==> config.mk <==
export PLATFORM = sky130hd
export DESIGN_NAME = sub16bit_serial
export DESIGN_NICKNAME = d
export VERILOG_FILES = /design/src/rtl/sub16bit_serial.sv
export SDC_FILE = /design/constraint.sdc
export NUM_CORES = 1
export LEC_CHECK = 0
export BUFFER_PORTS_ARGS = -buffer_cell sky130_fd_sc_hd__clkbuf_2
export CAP_MARGIN = 15
export CORE_MARGIN = 2
export CORE_UTILIZATION = 43
export DETAILED_ROUTE_END_ITERATION = 10
export SLEW_MARGIN = 20
export SYNTH_ARGS = -nofsm -noshare
export SYNTH_HDL_FRONTEND = slang
export SYNTH_SLANG_ARGS = --single-unit
==> constraint.sdc <==
create_clock -name clk -period 3.2 [get_ports clk]
set_input_delay 0.48 -clock clk [delete_from_list [all_inputs] [get_ports clk]]
set_output_delay 0.48 -clock clk [all_outputs]
set_load 0.03 [all_outputs]
==> src/rtl/sub16bit_serial.sv <==
// sub16bit_serial: multi-cycle Y = A - B - Bin, one SLICE-bit slice per clock.
// Borrow ripples through a flop between slices; results hold until the next op.
module sub16bit_serial #(
  parameter int W     = 16,
  parameter int SLICE = 4
) (
  input  logic         clk,
  input  logic         rst_n,
  input  logic         start,
  input  logic [W-1:0] A,
  input  logic [W-1:0] B,
  input  logic         Bin,
  output logic         busy,
  output logic         done,
  output logic [W-1:0] Y,
  output logic         Bout,
  output logic         OV,
  output logic         Z
);

  localparam int N  = W / SLICE;
  localparam int CW = (N > 1) ? $clog2(N) : 1;
  localparam int IW = (W > 1) ? $clog2(W) : 1;
  localparam logic [CW-1:0] LAST = CW'(N - 1);

  typedef enum logic [1:0] {
    IDLE,
    RUN,
    FIN
  } state_e;

  state_e        state_q;
  logic [W-1:0]  a_q;
  logic [W-1:0]  b_q;
  logic [W-1:0]  work_q;
  logic [W-1:0]  work_d;
  logic [CW-1:0] cnt_q;
  logic          borrow_q;
  logic          busy_q;
  logic          done_q;
  logic [W-1:0]  y_q;
  logic          bout_q;
  logic          ov_q;
  logic          z_q;

  logic [IW-1:0]    base;
  logic [SLICE-1:0] a_sl;
  logic [SLICE-1:0] b_sl;
  logic [SLICE-1:0] d_sl;
  logic [SLICE:0]   brw_ext;
  logic             b_sl_out;

  // One slice of the ripple: extra top bit of the difference is the borrow.
  always_comb begin
    base       = IW'(cnt_q) * IW'(SLICE);
    a_sl       = a_q[base +: SLICE];
    b_sl       = b_q[base +: SLICE];
    brw_ext    = '0;
    brw_ext[0] = borrow_q;
    {b_sl_out, d_sl} = {1'b0, a_sl} - {1'b0, b_sl} - brw_ext;
    work_d     = work_q;
    work_d[base +: SLICE] = d_sl;
  end

  always_ff @(posedge clk or negedge rst_n) begin
    if (!rst_n) begin
      state_q  <= IDLE;
      a_q      <= '0;
      b_q      <= '0;
      work_q   <= '0;
      cnt_q    <= '0;
      borrow_q <= 1'b0;
      busy_q   <= 1'b0;
      done_q   <= 1'b0;
      y_q      <= '0;
      bout_q   <= 1'b0;
      ov_q     <= 1'b0;
      z_q      <= 1'b0;
    end else begin
      done_q <= 1'b0;
      unique case (state_q)
        IDLE: begin
          if (start) begin
            a_q      <= A;
            b_q      <= B;
            borrow_q <= Bin;
            cnt_q    <= '0;
            work_q   <= '0;
            busy_q   <= 1'b1;
            state_q  <= RUN;
          end
        end
        RUN: begin
          work_q   <= work_d;
          borrow_q <= b_sl_out;
          cnt_q    <= cnt_q + CW'(1);
          if (cnt_q == LAST) begin
            state_q <= FIN;
          end
        end
        FIN: begin
          y_q     <= work_q;
          bout_q  <= borrow_q;
          ov_q    <= (a_q[W-1] ^ b_q[W-1])
                   & (work_q[W-1] ^ a_q[W-1]);
          z_q     <= ~|work_q;
          done_q  <= 1'b1;
          busy_q  <= 1'b0;
          state_q <= IDLE;
        end
        default: begin
          state_q <= IDLE;
        end
      endcase
    end
  end

  assign busy = busy_q;
  assign done = done_q;
  assign Y    = y_q;
  assign Bout = bout_q;
  assign OV   = ov_q;
  assign Z    = z_q;

endmodule

==> results_dict.tcl <==
set metrics [dict create \
    clockPowerShare 0.171 \
    hold_buffers 0 \
    via_per_inst 5.01 \
    via_count 2038 \
    setup.worst_path.class "flop to flop" \
    slew_viol_final 0 \
    clock_latency_ns 0.35 \
    die_w_um 91.3 \
    grt_pass1_vias 2062 \
    slew_headroom 0.377 \
    slowest_delay_ns 0.66 \
    rows 31 \
    dr.pass1.iters 4 \
    place.gp.congestion 0.782 \
    track_usage 0.160 \
    dp_hpwl_mm 4.38 \
    ys_top_cells_by_area "dfrtp_1, mux2_1, mux4_2" \
    fin_ws_ns 0.482 \
    synthDominantCellAreaShare 0.565 \
    finalSetupViolations 0 \
    clock-sinks 74 \
    min_path_type "input port to asynchronous set/reset pin" \
    start_util 0.447 \
    cap_violations 0 \
    layout-drive-gt1-share 0.282 \
    drcViolationCount 0 \
    p_int_w 0.00267 \
    final_cell_area_sq_um 3850 \
    grt_pass1_wl_mm 10.2 \
    placed_cell_area_sq_um 3630 \
    synth_warnings 0 \
    path_max_fanout 9 \
    syn-cell-area_sq_um 3280 \
    cp_num_buf_inv 2 \
    hold_viol 0 \
    synthCells 245 \
    grt_busiest_layer "met2" \
    fin_crit_sh 0.849 \
    die_area_sq_um 8330 \
    place_ws_ns 0.466 \
    clock.fmax_mhz 368 \
    cp.arrival_ns 2.95 \
    cts_tree "yes" \
    syn_nets 291 \
    post_cts_resized 0 \
    finalClockSkew_ns 0.00718 \
    whs_ns 0.236 \
    synth-seq-cells 74 \
    core_sq_um 7330 \
    cts_max_level 3 \
    clock_path_buffers 2 \
    wirelength_mm 6.07 \
    status "finished, final reports clean" \
    worstPathRequired_ns 3.43 \
    grt_setup_unrepaired "no" \
    path_cells "mux4_2 -> inv_1 -> fa_1 -> inv_1 -> fa_1 -> nand2_1 -> a21oi_1 -> xor2_1 -> a221o_1" \
    p_switching_w 0.00183 \
    worst_pin_slew_ns 0.934 \
    grt_max_degree 75 \
    yosysMostFrequentCell "dfrtp_1" \
    diodes 0 \
    synth_cell_types 30 \
    synth_top_area_cell "dfrtp_1" \
    area.growth.synth_to_final_pct 17.5 \
    cp_top_family "flip-flops" \
    io_buffers 56 \
    ios 57 \
    wl_per_cell_um 14.9 \
    yosysSeqAreaShare 0.565 \
    gr-usage-met2 0.251 \
    power_per_cell_area_nw_per_um2 1170 \
    p_leak_nw 1.86 \
    power_frac_seq 0.367 \
    yosys-top-cells-count "dfrtp_1, mux2_1, nand2_1" \
    synthFlopType "dfrtp_1" \
    nets 349 \
    drt_iter0_markers 78 \
    gr-total-overflow 0 \
    clk_pin_slew_ns 0.08 \
    cts_setup_buffers 0 \
    slowest_stage "dfrtp_1" \
    period_minus_slack_ns 2.72 \
    gr-usage-met3 0.0515 \
    vdd_ir_drop_max_uv 459 \
    combPwrFrac 0.462 \
    cts_buffers 9 \
    dieHeight_um 91.3 \
    utilization 0.525 \
    swShare 0.406 \
    antenna_left 0 \
    met1_usage 0.209 \
    tns_ns 0 \
    start_kind "flop" \
    cp-end-kind "flop" \
    avgSynthCellArea_sq_um 13.4 \
    synth_edf_count 0 \
    async_flop_share 1.00 \
    root_buffer "clkbuf_8" \
    grt_antenna_before_repair 0 \
]
-- cell families (layout without fill, tap and decap cells) --
family	after synthesis	count (layout)	synth area share
AOI/OAI and AO/OA	32	32	0.0580
and+or+nand+nor	47	47	0.0714
xor gates and xnor gates	3	3	0.0103
buffers and inverters	23	86	0.0325
adders and majority gates	10	10	0.0428
DFF	74	74	0.565
muxes	56	56	0.220
-- power groups by stage --
| stage | logic [W] | clock network, W | registers (W) |
|---|---|---|---|
| floorplan | 0.00147 | 0 | 0.00174 |
| global placement | 0.00206 | 0 | 0.00167 |
| detailed placement | 0.00212 | 0 | 0.00168 |
| CTS | 0.00212 | 0.000780 | 0.00166 |
| global route | 0.00231 | 0.000822 | 0.00172 |
| finish | 0.00208 | 0.000769 | 0.00165 |
-- layer usage --
layer,share of wire,vias to the layer above
met1,0.46,1014
met4,0.017,0
li1,-,973
met3,0.044,7
met5,0,-
met2,0.48,44
-- registers in the layout (all words and copies together) (netlist names) --
signal	cells
OV	1
borrow_q	1
work_q	16
Z	1
Y	16
b_q	16
busy	1
a_q	16
state_q	2
done	1
cnt_q	2
Bout	1
-- stage by stage --
| step | total power [W] | instances |
|---|---|---|
| final | 0.00450 | 407 |
| after detailed placement | 0.00380 | 391 |
| after global routing | 0.00485 | 407 |
| after floorplan | 0.00321 | 245 |
| after CTS | 0.00457 | 407 |
| after global placement | 0.00373 | 391 |
-- final timing paths --
| check | startpoint | endpoint | slack (ns) | cells after the start |
|---|---|---|---|---|
| min | rst_n | Y[1] | 0.24 | 1 |
| max in group asynchronous | rst_n | state_q[1] | 2.33 | 1 |
| min reg2reg | busy | busy | 0.48 | 1 |
| min in group clk | B[10] | b_q[10] | 0.34 | 2 |
| max | cnt_q[0] | borrow_q | 0.48 | 9 |
| max reg2reg | cnt_q[0] | borrow_q | 0.48 | 9 |
-- worst reg2reg max path, cell delays in order (launching register included) --
cell,delay [ns]
dfrtp_1,0.66
mux4_2,0.56
inv_1,0.09
fa_1,0.20
inv_1,0.06
fa_1,0.42
nand2_1,0.09
a21oi_1,0.08
xor2_1,0.15
a221o_1,0.30
-- cell usage in the layout (no fill, tap or decap), drive strengths merged --
| cell type | netlist | final |
|---|---|---|
| bufinv | 0 | 1 |
| xor2 | 3 | 3 |
| a21o | 6 | 6 |
| inv | 13 | 13 |
| nor2b | 3 | 3 |
| fa | 2 | 2 |
| nand4 | 3 | 3 |
| mux2 | 48 | 48 |
| mux4 | 8 | 8 |
| o21ai | 19 | 19 |
| dfrtp | 74 | 74 |
| ha | 8 | 8 |
| nand2 | 25 | 25 |
| clkbuf | 0 | 67 |
| clkinv | 0 | 3 |
| a22o | 1 | 1 |
| o21bai | 1 | 1 |
| nor3b | 1 | 1 |
| nor3 | 1 | 1 |
| nor2 | 2 | 2 |
| buf | 10 | 2 |
| a221o | 1 | 1 |
| nand3 | 1 | 1 |
| nand2b | 4 | 4 |
| and2 | 2 | 2 |
| nor4 | 4 | 4 |
| nand3b | 1 | 1 |
| a21oi | 4 | 4 |
-- layout make-up --
class	count	area, sq um
clock inverter	4	48.8
tap	99	124
timing repair buffer	57	290
fill	676	3480
clock buffer	12	165
inverter	13	48.8
multi-input combinational	148	1320
sequential	74	1850
(Power assumes the default switching activity.)
